[src/rtl/seq_restoring_divider_if.sv]
`default_nettype none
// =============================================================================
// Module   : seq_restoring_divider_if
// Brief    : Operand and result valid/ready bundle for the restoring divider.
// Revision : 1.0 - initial release
// =============================================================================
interface seq_restoring_divider_if #(
    parameter int DIVIDEND_W = 8,
    parameter int DIVISOR_W  = 4
);
    logic                  in_valid;
    logic                  in_ready;
    logic [DIVIDEND_W-1:0] dividend;
    logic [DIVISOR_W-1:0]  divisor;
    logic                  out_valid;
    logic                  out_ready;
    logic [DIVIDEND_W-1:0] quotient;
    logic [DIVISOR_W-1:0]  remainder;
    logic                  div_zero;

    modport master (
        output in_valid, dividend, divisor, out_ready,
        input  in_ready, out_valid, quotient, remainder, div_zero
    );

    modport slave (
        input  in_valid, dividend, divisor, out_ready,
        output in_ready, out_valid, quotient, remainder, div_zero
    );
endinterface
`default_nettype wire

[src/rtl/seq_restoring_divider.sv]
`default_nettype none
// =============================================================================
// Module   : seq_restoring_divider
// Brief    : Radix-2 restoring divider, one quotient bit per cycle, with
//            valid/ready handshakes on operand and result sides.
// Revision : 1.0 - initial release
// =============================================================================
module seq_restoring_divider #(
    parameter int DIVIDEND_W = 8,
    parameter int DIVISOR_W  = 4
) (
    input  wire logic               clk,
    input  wire logic               rst,
    seq_restoring_divider_if.slave  bus
);
    localparam int CNT_W = $clog2(DIVIDEND_W + 1);
    localparam int PR_W  = DIVISOR_W + 1;

    typedef enum logic [1:0] {
        S_IDLE = 2'd0,
        S_CALC = 2'd1,
        S_DONE = 2'd2
    } state_t;

    state_t state_q, state_d;

    // Dividend bits leave at the MSB while quotient bits enter at the LSB.
    logic [DIVIDEND_W-1:0] work_q;
    logic [DIVISOR_W-1:0]  dvs_q;
    logic [PR_W-1:0]       prem_q;
    logic [CNT_W-1:0]      cnt_q;
    logic [DIVIDEND_W-1:0] quo_q;
    logic [DIVISOR_W-1:0]  rem_q;
    logic                  dz_q;

    logic                  w_accept;
    logic                  w_zero;
    logic                  w_last;
    logic [PR_W:0]         w_shifted;
    logic [PR_W:0]         w_diff;
    logic                  w_qbit;
    logic [PR_W-1:0]       w_prem_next;
    logic [DIVIDEND_W-1:0] w_work_next;

    assign w_accept    = bus.in_valid && (state_q == S_IDLE);
    assign w_zero      = (bus.divisor == '0);
    assign w_last      = (cnt_q == CNT_W'(1));
    assign w_shifted   = {prem_q, work_q[DIVIDEND_W-1]};
    assign w_diff      = w_shifted - {2'b00, dvs_q};
    // The top difference bit is the borrow: set means the trial went negative.
    assign w_qbit      = ~w_diff[PR_W];
    assign w_prem_next = w_qbit ? w_diff[PR_W-1:0] : w_shifted[PR_W-1:0];
    assign w_work_next = {work_q[DIVIDEND_W-2:0], w_qbit};

    always_ff @(posedge clk) begin
        if (rst) begin
            state_q <= S_IDLE;
        end else begin
            state_q <= state_d;
        end
    end

    always_comb begin
        state_d = state_q;
        case (state_q)
            S_IDLE: begin
                if (w_accept) begin
                    state_d = w_zero ? S_DONE : S_CALC;
                end
            end
            S_CALC: begin
                if (w_last) begin
                    state_d = S_DONE;
                end
            end
            S_DONE: begin
                if (bus.out_ready) begin
                    state_d = S_IDLE;
                end
            end
            default: state_d = S_IDLE;
        endcase
    end

    always_ff @(posedge clk) begin
        if (rst) begin
            work_q <= '0;
            dvs_q  <= '0;
            prem_q <= '0;
            cnt_q  <= '0;
            quo_q  <= '0;
            rem_q  <= '0;
            dz_q   <= 1'b0;
        end else begin
            case (state_q)
                S_IDLE: begin
                    if (w_accept) begin
                        work_q <= bus.dividend;
                        dvs_q  <= bus.divisor;
                        prem_q <= '0;
                        cnt_q  <= CNT_W'(DIVIDEND_W);
                        if (w_zero) begin
                            quo_q <= '1;
                            rem_q <= '0;
                            dz_q  <= 1'b1;
                        end
                    end
                end
                S_CALC: begin
                    prem_q <= w_prem_next;
                    work_q <= w_work_next;
                    cnt_q  <= cnt_q - CNT_W'(1);
                    // Result registers change only on completion so they hold in IDLE/CALC.
                    if (w_last) begin
                        quo_q <= w_work_next;
                        rem_q <= w_prem_next[DIVISOR_W-1:0];
                        dz_q  <= 1'b0;
                    end
                end
                default: ;
            endcase
        end
    end

    assign bus.in_ready  = (state_q == S_IDLE);
    assign bus.out_valid = (state_q == S_DONE);
    assign bus.quotient  = quo_q;
    assign bus.remainder = rem_q;
    assign bus.div_zero  = dz_q;
endmodule
`default_nettype wire

[src/flat_wrapper.sv]
// flat-port wrapper written by rule: the top's interface ports become plain ports
module seq_restoring_divider_flat 
#(
    parameter int DIVIDEND_W = 8,
    parameter int DIVISOR_W  = 4
)
  (clk, rst, bus_in_valid, bus_dividend, bus_divisor, bus_out_ready, bus_in_ready, bus_out_valid, bus_quotient, bus_remainder, bus_div_zero);
  seq_restoring_divider_if #(.DIVIDEND_W(DIVIDEND_W), .DIVISOR_W(DIVISOR_W)) bus_i ();
  input  wire logic clk;
  input  wire logic rst;
  input wire logic [$bits(bus_i.in_valid)-1:0] bus_in_valid;
  input wire logic [$bits(bus_i.dividend)-1:0] bus_dividend;
  input wire logic [$bits(bus_i.divisor)-1:0] bus_divisor;
  input wire logic [$bits(bus_i.out_ready)-1:0] bus_out_ready;
  output wire logic [$bits(bus_i.in_ready)-1:0] bus_in_ready;
  output wire logic [$bits(bus_i.out_valid)-1:0] bus_out_valid;
  output wire logic [$bits(bus_i.quotient)-1:0] bus_quotient;
  output wire logic [$bits(bus_i.remainder)-1:0] bus_remainder;
  output wire logic [$bits(bus_i.div_zero)-1:0] bus_div_zero;
  assign bus_i.in_valid = bus_in_valid;
  assign bus_i.dividend = bus_dividend;
  assign bus_i.divisor = bus_divisor;
  assign bus_i.out_ready = bus_out_ready;
  assign bus_in_ready = bus_i.in_ready;
  assign bus_out_valid = bus_i.out_valid;
  assign bus_quotient = bus_i.quotient;
  assign bus_remainder = bus_i.remainder;
  assign bus_div_zero = bus_i.div_zero;
  seq_restoring_divider #(.DIVIDEND_W(DIVIDEND_W), .DIVISOR_W(DIVISOR_W)) u_core (.clk(clk), .rst(rst), .bus(bus_i));
endmodule
[config.mk]
export PLATFORM = sky130hd
export DESIGN_NAME = seq_restoring_divider_flat
export DESIGN_NICKNAME = d
export VERILOG_FILES = /design/src/rtl/seq_restoring_divider_if.sv /design/src/rtl/seq_restoring_divider.sv /design/src/flat_wrapper.sv
export SDC_FILE = /design/constraint.sdc
export NUM_CORES = 1
export LEC_CHECK = 0
export CAP_MARGIN = 20
export CORE_ASPECT_RATIO = 1.1
export CORE_MARGIN = 4
export CORE_UTILIZATION = 45
export DETAILED_ROUTE_END_ITERATION = 7
export GPL_TIMING_DRIVEN = 0
export PLACE_DENSITY = 0.75
export RECOVER_POWER = 25
export SLEW_MARGIN = 15
export SYNTH_ARGS = -nofsm -noshare
export SYNTH_HDL_FRONTEND = slang
export SYNTH_SLANG_ARGS = --single-unit
[constraint.sdc]
create_clock -name clk -period 2.7 [get_ports clk]
set_clock_uncertainty 0.05 [all_clocks]
set_input_delay 0.27 -clock clk [delete_from_list [all_inputs] [get_ports clk]]
set_output_delay 0.27 -clock clk [all_outputs]
set_load 0.01 [all_outputs]
==> impl_results.md <==
* Post-Synthesis Cells at 224
* Total Wirelength at about 4.1 mm
* FF-to-FF path depth at 7
* I/O Pins at 31
* Via count at around 1,700
* Clk Latency, worst-skew pair at about 0.30 ns
* Main synth FF type: dfxtp_1
* Clock tree buffer depth at 2
* CTS Sinks at 36
* Sequential cell area at 721 um2
* Largest net degree at the start of global routing at 12
* Antenna cells at 0
* Crit path cell chain: inv_1 -> ha_1 -> nor2b_4 -> o2111a_1 -> a211oi_4 -> mux2_4 -> a211oi_2
* Placed cell area at approximately 2200 um2
* Minimum clock period at 2.11 ns
* DR WL/cell at 13.1 um
* PwrDens at a little under 700 nW/um2
* DRC at 0
* Gr ovfl total at 0
* Multi-input gate area at 1050 um2
* Worst-margin pin slew at 0.589 ns
* CTS resizes at 0
* Worst VDD drop at 0.000406 V
* Number of synthesized flops with an enable pin at 0
* Worst-path fanout max at 5
* Mapped cell area at about 1900 um2
* Top cell type's share of synthesized area at 38.6%
* Crit path max-delay family: compound AO/OA/AOI/OAI gates
* WP data required at ~2.9 ns
* Arrival time at the worst endpoint at 2.28 ns
* Top post-synthesis cells by area: dfxtp_1 (39%), nor2_1 (11%), a211oi_2 (4.0%)
* Vias in the first global route at 1,491
* Hold Violations, Final at 0
* Synth Warn # at 0
* Depth of the CTS H-tree at 2
* Final Power at 1.61 mW
* Critical Path Stages at 7
* First-pass GRT wire length at roughly 6.8 mm
* Final net count at 284
* Die X at 69.4 um
* Post-CTS setup buffers at 0
* Final instance area at 2330 um2
* Final period utilization at 78.3%
* Ys async rst share at 0%
* Full die area at 5240 um2
* Initial antenna violation count at 0
* Post-synthesis sequential area ratio at about two fifths
* Synthesized Nets at 247
* CTS tree: built
* Critical path's slowest cell: mux2_4
* Slew HR at 60.7%
* Cell row count at 24
* Root buffer cell: clkbuf_8
* DR pass1 iterations at 4
* Layout Area Growth over Synthesis at 24.6%
* GPL Wtd Cong at 0.803
* Port Buffer Count at 30
* CP startpoint kind: register
* RSZ-0062 raised after global routing: false
* # setup viols final at 0
* WP buf/inv at 1
* Hold Path Class: register to register
* Ratio of cells with drive above 1 in the final layout at 12.2%
* Total Routing Usage GR at 16.3%
* CTS clk-pin slew, worst paths at 0.08 ns
* Number of routed nets with antenna violations at 0
* Maximum Capacitance Violations at 0
* Syn_area_per_cell at 8.33 um2
* Crit. End Element: register
* DP HPWL at 3.07 mm
* Commonest non-fill, non-tap cell in the layout: nor2_1
* Fill count at ~360
* Register bit total from synthesis at 36
* Max Fclk at around 470 MHz
* Num CTS Buffers at 5
* Height of the chip at 75.6 um
* Core Box Area at 3990 um2
* Slowest cell delay on critical path at 0.37 ns
* Starting density of the core at between 40% and 50%
* Most frequent cells in the layout: nor2_1 (56), dfxtp_1 (36), nand2_1 (20)
* Hold depth at 2
* Max-slew violation count at 0
* Post-synthesis cell type count at 47
* # hold bufs at CTS at 0
* Critical path class: register to register
* Post-synth top area cell: dfxtp_1
* TNS Setup at 0 ns
* 1st-iter DRT viols at between 80 and 90
* Run status: finished clean
* DR vias/cell at 5.26
* Lkg Pwr at 0.921 nW
==> report_power, final <==
part | switching, mW | internal [mW] | total, mW
sequential | 0.0481 | 0.596 | 0.644
clock | 0.197 | 0.207 | 0.404
combinational | 0.315 | 0.242 | 0.557
total | 0.560 | 1.05 | 1.61
==> synth_stat cells, types with 2 or more instances <==
cell and n:
a211oi_1 9, a211oi_2 6, a21o_1 2, a21oi_1 6, a311oi_1 7, a31oi_1 3, buf_2 5, clkbuf_1 9
dfxtp_1 36, ha_1 6, inv_1 7, mux2_4 2, mux2i_1 3, nand2_1 20, nand3b_1 2, nor2_1 56
nor2_2 2, nor2b_1 4, nor3_1 4, o21ai_0 5, or2_1 2, or3_1 3
==> final cells by class <==
cell class,instances,share of cell area (%)
tap,52,2.80
sequential,36,31.0
clock buffer,7,3.71
multi-input combinational,166,45.3
buffer,15,2.85
inverter,7,1.13
clock inverter,1,0.323
timing repair buffer,30,12.9
==> flip-flops by register name, indices dropped and copies added, names as in the netlist <==
signal / flops
u_core.cnt_q: 4
u_core.work_q: 8
u_core.dvs_q: 4
u_core.bus.remainder: 4
u_core.prem_q: 5
u_core.bus.quotient: 8
u_core.state_q: 2
u_core.bus.div_zero: 1
==> logic make-up (layout without fill, tap and decap cells) <==
| group | count (synthesis) | after routing | synth area share (%) |
|---|---|---|---|
| simple gates | 103 | 103 | 25.5 |
| compound gates | 50 | 50 | 22.2 |
| flops | 36 | 36 | 38.6 |
| buf+inv | 22 | 60 | 4.96 |
| fa+ha+maj | 7 | 7 | 5.09 |
| mux | 5 | 5 | 3.22 |
| xor+xnor | 1 | 1 | 0.469 |
==> layer usage <==
layer	share of wire (%)	track usage (%)	vias to the layer above
met5	0	0	-
met1	44	18.8	746
met2	50	29.2	35
met4	1.7	6.94	0
li1	-	-	863
met3	4.1	4.22	7
==> through the flow <==
step,hold WS (ns),std cells,setup slack [ns],utilization [%]
finish,0.443,314,0.585,58.2
global route,0.474,314,0.480,58.2
CTS,0.442,314,0.563,58.2
detailed placement,0.432,306,0.506,55.9
global placement,0.429,306,0.526,55.9
floorplan,0.359,224,0.765,-
==> worst register-to-register path: cells and delay by family, from the launching register on <==
kind | cells | cell delay, ns
flip-flops | 1 | 0.31
multiplexers | 1 | 0.37
adder cells (fa/ha/maj) | 1 | 0.27
buffers and inverters | 1 | 0.07
AND/OR/NAND/NOR | 1 | 0.14
AO/OA/AOI/OAI | 3 | 0.83
==> final timing paths <==
| path | to | slack [ns] | startpoint |
|---|---|---|---|
| worst max register to register | u_core.bus.remainder[2] | 0.59 | u_core.dvs_q[1] |
| worst min-delay path | u_core.work_q[5] | 0.44 | u_core.work_q[4] |
| worst min register to register | u_core.work_q[5] | 0.44 | u_core.work_q[4] |
| worst max-delay path | u_core.bus.remainder[2] | 0.59 | u_core.dvs_q[1] |
(Power assumes the default switching activity.)
